[src/rtl/pipelined_adder_if.sv]
// Operand/result handshake bundle for pipelined_adder.
// The slave modport is the adder's view; master is the producer/consumer side.
`timescale 1ns / 1ps
interface pipelined_adder_if #(
  parameter int unsigned WIDTH = 11
) ();
  logic             in_valid;
  logic             in_ready;
  logic [WIDTH-1:0] a;
  logic [WIDTH-1:0] b;
  logic             sub;
  logic             out_valid;
  logic             out_ready;
  logic [WIDTH:0]   sum;
  logic             ovf;

  modport master (
    output in_valid, a, b, sub, out_ready,
    input  in_ready, out_valid, sum, ovf
  );

  modport slave (
    input  in_valid, a, b, sub, out_ready,
    output in_ready, out_valid, sum, ovf
  );
endinterface

[src/rtl/pipelined_adder.sv]
// Pipelined add/subtract: the WIDTH-bit carry chain is cut into CHUNK-bit registered
// segments, with a single global advance enable for valid/ready flow control.
`timescale 1ns / 1ps
module pipelined_adder #(
  parameter int unsigned WIDTH = 11,
  parameter int unsigned CHUNK = 4
) (
  input logic              clk,
  input logic              rst_n,
  pipelined_adder_if.slave bus
);
  localparam int unsigned STAGES = (WIDTH + CHUNK - 1) / CHUNK;

  logic adv;

  // Whole pipe moves or whole pipe holds; bubbles are not squeezed out.
  assign adv = ~g_stage[STAGES-1].v_q | bus.out_ready;

  for (genvar k = 0; k < STAGES; k++) begin : g_stage
    localparam int unsigned LO = k * CHUNK;
    localparam int unsigned SW = ((WIDTH - LO) < CHUNK) ? (WIDTH - LO) : CHUNK;

    logic             v_in;
    logic             c_in;
    logic [WIDTH-1:0] a_in;
    logic [WIDTH-1:0] bp_in;
    logic [WIDTH-1:0] r_in;
    logic [WIDTH-1:0] r_d;
    logic [SW:0]      seg;
    logic             ovf_d;

    logic             v_q;
    logic             c_q;
    logic             ovf_q;
    logic [WIDTH-1:0] a_q;
    logic [WIDTH-1:0] bp_q;
    logic [WIDTH-1:0] r_q;

    if (k == 0) begin : g_head
      assign v_in  = bus.in_valid;
      assign a_in  = bus.a;
      assign bp_in = bus.sub ? ~bus.b : bus.b;
      assign r_in  = '0;
      assign c_in  = bus.sub;
    end else begin : g_body
      assign v_in  = g_stage[k-1].v_q;
      assign a_in  = g_stage[k-1].a_q;
      assign bp_in = g_stage[k-1].bp_q;
      assign r_in  = g_stage[k-1].r_q;
      assign c_in  = g_stage[k-1].c_q;
    end

    assign seg = {1'b0, a_in[LO +: SW]} + {1'b0, bp_in[LO +: SW]} + {{SW{1'b0}}, c_in};

    always_comb begin
      r_d           = r_in;
      r_d[LO +: SW] = seg[SW-1:0];
    end

    // Carry into the MSB is recovered from the MSB sum bit; only meaningful in the last stage.
    assign ovf_d = (a_in[WIDTH-1] ^ bp_in[WIDTH-1] ^ r_d[WIDTH-1]) ^ seg[SW];

    always_ff @(posedge clk or negedge rst_n) begin
      if (!rst_n) begin
        v_q   <= 1'b0;
        c_q   <= 1'b0;
        ovf_q <= 1'b0;
        a_q   <= '0;
        bp_q  <= '0;
        r_q   <= '0;
      end else if (adv) begin
        v_q   <= v_in;
        c_q   <= seg[SW];
        ovf_q <= ovf_d;
        a_q   <= a_in;
        bp_q  <= bp_in;
        r_q   <= r_d;
      end
    end
  end

  assign bus.in_ready  = adv;
  assign bus.out_valid = g_stage[STAGES-1].v_q;
  assign bus.sum       = {g_stage[STAGES-1].c_q, g_stage[STAGES-1].r_q};
  assign bus.ovf       = g_stage[STAGES-1].ovf_q;
endmodule

[src/flat_wrapper.sv]
// flat-port wrapper written by rule: the top's interface ports become plain ports
module pipelined_adder_flat 
#(
  parameter int unsigned WIDTH = 11,
  parameter int unsigned CHUNK = 4
)
  (clk, rst_n, bus_in_valid, bus_a, bus_b, bus_sub, bus_out_ready, bus_in_ready, bus_out_valid, bus_sum, bus_ovf);
  pipelined_adder_if #(.WIDTH(WIDTH)) bus_i ();
  input logic clk;
  input logic rst_n;
  input wire logic [$bits(bus_i.in_valid)-1:0] bus_in_valid;
  input wire logic [$bits(bus_i.a)-1:0] bus_a;
  input wire logic [$bits(bus_i.b)-1:0] bus_b;
  input wire logic [$bits(bus_i.sub)-1:0] bus_sub;
  input wire logic [$bits(bus_i.out_ready)-1:0] bus_out_ready;
  output wire logic [$bits(bus_i.in_ready)-1:0] bus_in_ready;
  output wire logic [$bits(bus_i.out_valid)-1:0] bus_out_valid;
  output wire logic [$bits(bus_i.sum)-1:0] bus_sum;
  output wire logic [$bits(bus_i.ovf)-1:0] bus_ovf;
  assign bus_i.in_valid = bus_in_valid;
  assign bus_i.a = bus_a;
  assign bus_i.b = bus_b;
  assign bus_i.sub = bus_sub;
  assign bus_i.out_ready = bus_out_ready;
  assign bus_in_ready = bus_i.in_ready;
  assign bus_out_valid = bus_i.out_valid;
  assign bus_sum = bus_i.sum;
  assign bus_ovf = bus_i.ovf;
  pipelined_adder #(.WIDTH(WIDTH), .CHUNK(CHUNK)) u_core (.clk(clk), .rst_n(rst_n), .bus(bus_i));
endmodule
[config.mk]
export PLATFORM = sky130hd
export DESIGN_NAME = pipelined_adder_flat
export DESIGN_NICKNAME = d
export VERILOG_FILES = /design/src/rtl/pipelined_adder_if.sv /design/src/rtl/pipelined_adder.sv /design/src/flat_wrapper.sv
export SDC_FILE = /design/constraint.sdc
export NUM_CORES = 1
export LEC_CHECK = 0
export ABC_AREA = 1
export ABC_CLOCK_PERIOD_IN_PS = 1820
export CAP_MARGIN = 20
export CORE_UTILIZATION = 52
export DETAILED_ROUTE_END_ITERATION = 8
export PLACE_DENSITY_LB_ADDON = 0.05
export SKIP_LAST_GASP = 1
export SYNTH_ARGS = -nofsm -noshare
export SYNTH_HDL_FRONTEND = slang
export SYNTH_SLANG_ARGS = --single-unit
[constraint.sdc]
create_clock -name clk -period 1.82 [get_ports clk]
set_input_delay 0.364 -clock clk [delete_from_list [all_inputs] [get_ports clk]]
set_output_delay 0.364 -clock clk [all_outputs]
set_load 0.005 [all_outputs]
==> results of run 1 <==
-- timing repair --
action,in CTS,in global routing
setup endpoints to repair,1,0
resized for setup,2,0
endpoints found under the hold margin,0,0
-- flip-flops by register name, summed over array words and instances (netlist names) --
signal                count
u_core.bus.out_valid      1
u_core.bus.ovf            1
u_core.g_stage.a_q       10
u_core.g_stage.bp_q      10
u_core.g_stage.c_q        3
u_core.g_stage.r_q       23
u_core.g_stage.v_q        2
-- worst max-delay path, delay by kind of cell (launching register included) --
kind,cells,cell delay (ns)
fa+ha+maj,2,0.87
flops,1,0.33
compound gates,2,0.23
simple gates,1,0.13
buf+inv,1,0.06
-- per-layer routing --
layer	part of all wire [%]	up-vias	GRT usage [%]
met3	3.7	7	4.942
met2	44	33	31.18
met1	50	778	25.39
li1	-	883	-
met5	0	-	0
met4	1.6	0	6.803
-- Yosys cell counts (3+ instances only) --
library cell	instances	area, sq um
nand2_1	95	356.6
dfrtp_1	50	1251
o21ai_0	29	145.1
inv_1	21	78.83
ha_1	8	100.1
xor2_1	7	61.31
nand3_1	6	30.03
nor2_1	6	22.52
fa_1	5	100.1
xnor2_1	5	43.79
a21oi_1	4	20.02
buf_2	4	20.02
buf_4	4	30.03
buf_6	4	45.04
nand3b_1	3	22.52
-- final cells by class --
| class | instances | share of cell area, % |
|---|---|---|
| repair buffers | 51 | 17.13 |
| clock inverters | 3 | 1.531 |
| well taps | 52 | 2.211 |
| clock buffers | 5 | 2.338 |
| multi-input cells | 171 | 31.42 |
| inverters | 22 | 2.849 |
| flip-flops and latches | 50 | 42.52 |
-- per-stage QoR --
| stage | instances | setup WS [ns] |
|---|---|---|
| final | 354 | 0.1392 |
| after global routing | 354 | 0.03536 |
| after CTS | 354 | 0.1317 |
| after detailed placement | 346 | -0.1664 |
| after global placement | 346 | -0.1286 |
| after floorplan | 256 | 0.2368 |
-- kinds of logic after synthesis --
| logic type | count (synthesis) | share of synthesized area, % |
|---|---|---|
| buffers and inverters | 35 | 7.753 |
| XOR/XNOR | 12 | 4.461 |
| flip-flops | 50 | 53.11 |
| AO/OA/AOI/OAI | 35 | 7.595 |
| AND/OR/NAND/NOR | 111 | 18.59 |
| adder cells (fa/ha/maj) | 13 | 8.497 |
-- worst max path at each step --
stage	endpoint	slack, ns	start
after floorplan	u_core.g_stage[0].c_q$_DFFE_PN0P_	0.24	bus_sub
after global placement	u_core.g_stage[0].c_q$_DFFE_PN0P_	-0.13	bus_sub
after detailed placement	u_core.g_stage[0].c_q$_DFFE_PN0P_	-0.17	bus_sub
after CTS	u_core.g_stage[1].c_q$_DFFE_PN0P_	0.13	u_core.g_stage[0].bp_q[4]$_DFFE_PN0P_
after global routing	u_core.g_stage[0].r_q[3]$_DFFE_PN0P_	0.04	bus_sub
final	u_core.g_stage[1].c_q$_DFFE_PN0P_	0.14	u_core.g_stage[0].bp_q[4]$_DFFE_PN0P_
-- power groups by stage --
stage          clock network, mW  logic, mW  registers, mW
2_1_floorplan                  0      0.928           1.76
3_5_place_dp                   0       1.51           1.78
6_report                   0.781       1.49           1.76
4_1_cts                    0.809       1.52           1.76
5_1_grt                    0.833       1.74           1.81
3_3_place_gp                   0       1.48           1.77
==> results.ini, run 1 <==
[final_layout]
most-common-layout-cells=nand2_1 (95), dfrtp_1 (50), clkdlybuf4s50_1 (39)
n_antenna_cell=0
area_delta_synth_final_pct=24.91
multi_input_area_sq_um=924.6
final-seq-area_sq_um=1251
drive_above_1_share_pct=6.954
final_net_count=341
nFillCells=374
final_util_pct=67.59
final_common_cell=nand2_1
final_cell_area_sq_um=2943

[pwr]
p_leak_nw=1.456
p_clk_share_pct=19.4
power-per-cell-area_nw_per_um2=1369
internal-power_mw=2.715
vdd_drop_max_v=0.0005470
comb_power_share_pct=37.0
power_frac_seq_pct=43.6
p_sw_share_pct=32.59
p_sw_mw=1.312
total_power_mw=4.027

[setup_path]
reg2reg_from=u_core.g_stage[0].bp_q[4]$_DFFE_PN0P_
r2r_slack_ns=0.14
critical-path-slowest-cell=fa_1
worst_ep_required_time_ns=2.06
critPathLaunchType=flop
worstPathArrival_ns=1.92
path_cells=inv_1 -> fa_1 -> fa_1 -> nor2_1 -> o21ai_0 -> a21oi_1
ff2ff_path_depth=6
critPathMaxFanout=2
cp_common_cell=fa_1
crit_path_end_kind=flop
regToRegEndpoint=u_core.g_stage[1].c_q$_DFFE_PN0P_
cpPeakStageDelay_ns=0.46
crit_type=reg -> reg

[yosys]
synth_edf_count=0
syn_area_per_cell_sq_um=9.203
synth.cell_area_sq_um=2356
syn_nets=296
synth_cells=256
synthArstFlopShare_pct=100.0
synth-main-ff-cell=dfrtp_1
ys_warn_count=0
yosysSeqAreaShare_pct=53.11
synth-seq-cells=50
yosysUniqueCellTypes=20

[outcome]
status=finished, final reports clean

[place]
post-dp-hpwl_mm=2.876
placed_area_sq_um=2828
port_buffers=41
place_congestion=0.8106

[routing]
drt-wirelength-per-cell_microns=11.25
routed_via_density=4.805
vias=1701
drt-total-wl_mm=3.984
dr.pass1.iters=4
drc_errors=0
ant_nets=0
drtIter0Drc=86

[sta]
drv_slew=0
period_share_pct=92.35
tns_ns=0
setup_viol=0
relSlewSlack_pct=60.76
post-route-min-period_ns=1.681
fmax_mhz=595.0
max_slew.worst_pin.slew_ns=0.5886
rsz0062_at_grt=false
timing.hold.ws_ns=0.05436
fin_skew_ns=0.009872
finalHoldViolations=0

[clock_network]
clk-insertion-delay-late_ns=0.30
cts_sinks=50
path_clk_slew_ns=0.10
cts-root-buf=clkbuf_8
cts_buffers=5
clk_path_buf_depth=2
h-tree-depth=2
cts_setup_buffers=0
cts_tree=yes
ctsHoldBuffers=0

[global_routing]
grt_pass1_wl_mm=7.383
grt_max_degree=29
grt_usage_pct=19.32
grt_antenna_before_repair=0
grt_pass1_vias=1697
grt-ovfl-total=0

[floorplan]
die_y_microns=69.31
die_area_sq_um=4804
core.rowCount=24
die_x_microns=69.31
core_sq_um=4354
ios=42
start_util_pct=54.11

[job]
cap_violations=0

[hold_path]
hp-class=in -> async

No activity file was read; power rests on OpenSTA's default activity.
==> inputs of run 2 (changes only) <==
CORE_MARGIN = 2   (was unset)
CORE_UTILIZATION = 33   (was 52)
==> run 2 against run 1 <==
Effect of this change: utilization shrank 23 points; first-iteration DRC count decreased by 14%; worst setup slack got worse by 0.0035 ns; hold slack worse by 0.0098 ns; clock skew down 0.0022 ns; count of clock-buffer cells in the layout unchanged; total power increased by 1.3%; via count up 0.24%; global-route usage is 6.1 points lower; sequential power hardly changed; largest power group unchanged; highest routed layer unchanged.
==> results.ini, run 2 (same netlist as run 1, synthesis figures left out) <==
[outcome]
status=finished, final reports clean

[final_layout]
area_delta_synth_final_pct=29.10
regMostFlops=u_core.g_stage.r_q
drive_above_1_share_pct=8.497
final_net_count=345
fin_cells=402
final_common_cell=nand2_1
most-common-layout-cells=nand2_1 (95), dfrtp_1 (50), clkdlybuf4s50_1 (39)
n_antenna_cell=0
reg.largest.list=u_core.g_stage.r_q (23), u_core.g_stage.a_q (10), u_core.g_stage.bp_q (10)
largest_reg_flops=23

[clock_network]
cts_buffers=5
cts-root-buf=clkbuf_8
h-tree-depth=2
cts_resized=2
cts_tree=yes
ctsHoldBuffers=0
clk_path_buf_depth=2
clk-insertion-delay-late_ns=0.30
path_clk_slew_ns=0.09
cts_setup_buffers=0
cts_sinks=50

[routing]
dr.pass1.iters=4
routed_via_density=4.241
drt-total-wl_mm=4.474
ant_nets=0
vias=1705
drc_errors=0
drt-wirelength-per-cell_microns=11.13
drtIter0Drc=74

[setup_path]
crit_type=in -> reg
cpPeakStageDelay_ns=0.50
cp_num_buf_inv=2
regToRegEndpoint=u_core.g_stage[1].c_q$_DFFE_PN0P_
critical-path-slowest-cell=clkdlybuf4s50_1
path_cells=clkdlybuf4s50_1 -> xor2_1 -> fa_1 -> nand2_1 -> inv_1 -> o21ai_0 -> a22oi_1
worstPathArrival_ns=1.86
critPathLaunchType=input pin
ff2ff_path_depth=6
r2r_slack_ns=0.18
worst_ep_required_time_ns=2.00
reg2reg_from=u_core.g_stage[0].bp_q[4]$_DFFE_PN0P_
critPathMaxFanout=4
crit_path_end_kind=flop
crit_family=buffers and inverters

[pwr]
internal-power_mw=2.748
vdd_drop_max_v=0.0004265
p_sw_mw=1.333
p_sw_share_pct=32.67
p_clk_share_pct=19.4
total_power_mw=4.081
power-per-cell-area_nw_per_um2=1342
comb_power_share_pct=37.5
p_leak_nw=1.487
power_frac_seq_pct=43.1

[floorplan]
core_sq_um=6869
ios=42
die_y_microns=88.50
core.rowCount=30
start_util_pct=34.30
die_x_microns=88.50
die_area_sq_um=7831

[place]
port_buffers=41
place_inst=394
post-dp-hpwl_mm=3.283
place_congestion=0.7541

[global_routing]
grt_pass1_vias=1749
grt_antenna_before_repair=0
grt-ovfl-total=0
grt_pass1_wl_mm=8.079
grt_max_degree=26
grt_usage_pct=13.25

[sta]
fin_skew_ns=0.007657
finalHoldViolations=0
post-route-min-period_ns=1.684
period_share_pct=92.55
rsz0062_at_grt=false
max_slew.worst_pin.slew_ns=0.5576
relSlewSlack_pct=62.83
timing.hold.ws_ns=0.04453
setup_viol=0
fmax_mhz=593.7
drv_slew=0

[job]
cap_violations=0

[hold_path]
hp-class=in -> async

run 2: layer usage:
layer	GRT usage [%]	vias to the layer above	routed length, microns
met5	0	-	0
met4	3.306	0	37
met3	3.265	4	179
met2	20.85	38	2044
met1	18.48	769	2213
li1	-	894	-
run 2: final cells by class:
class	instances	area [sq um]
fillers	684	3827
flip-flops and latches	50	1251
multi-input cells	171	927.1
repair buffers	55	546.8
well taps	96	120.1
inverters	22	83.83
clock buffers	5	68.82
clock inverters	3	43.79
run 2: worst max path at each step:
stage / depth (start not counted) / start / end / slack [ns]
finish: 7 / bus_sub / u_core.g_stage[0].c_q$_DFFE_PN0P_ / 0.14
floorplan: 7 / bus_sub / u_core.g_stage[0].c_q$_DFFE_PN0P_ / 0.24
CTS: 6 / u_core.g_stage[0].bp_q[4]$_DFFE_PN0P_ / u_core.g_stage[1].c_q$_DFFE_PN0P_ / 0.13
detailed placement: 7 / bus_sub / u_core.g_stage[0].c_q$_DFFE_PN0P_ / -0.20
global placement: 7 / bus_sub / u_core.g_stage[0].c_q$_DFFE_PN0P_ / -0.16
global route: 7 / bus_sub / u_core.g_stage[0].c_q$_DFFE_PN0P_ / 0.03
run 2: power by group through the flow:
stage | registers, mW | clock network, mW | logic [mW]
3_5_place_dp | 1.78 | 0 | 1.56
4_1_cts | 1.76 | 0.842 | 1.57
6_report | 1.76 | 0.792 | 1.53
3_3_place_gp | 1.78 | 0 | 1.55
5_1_grt | 1.81 | 0.879 | 1.84
2_1_floorplan | 1.76 | 0 | 0.928
run 2: stage by stage:
stage          utilization [%]  instance area (sq um)  worst slack [ns]  TNS (ns)
2_1_floorplan                -                   2356            0.2368         0
3_3_place_gp             42.59                   2925           -0.1554   -0.6580
3_5_place_dp             42.59                   2925           -0.1951   -0.9563
4_1_cts                  44.24                   3039            0.1255         0
5_1_grt                  44.28                   3042           0.02594         0
6_report                 44.28                   3042            0.1357         0
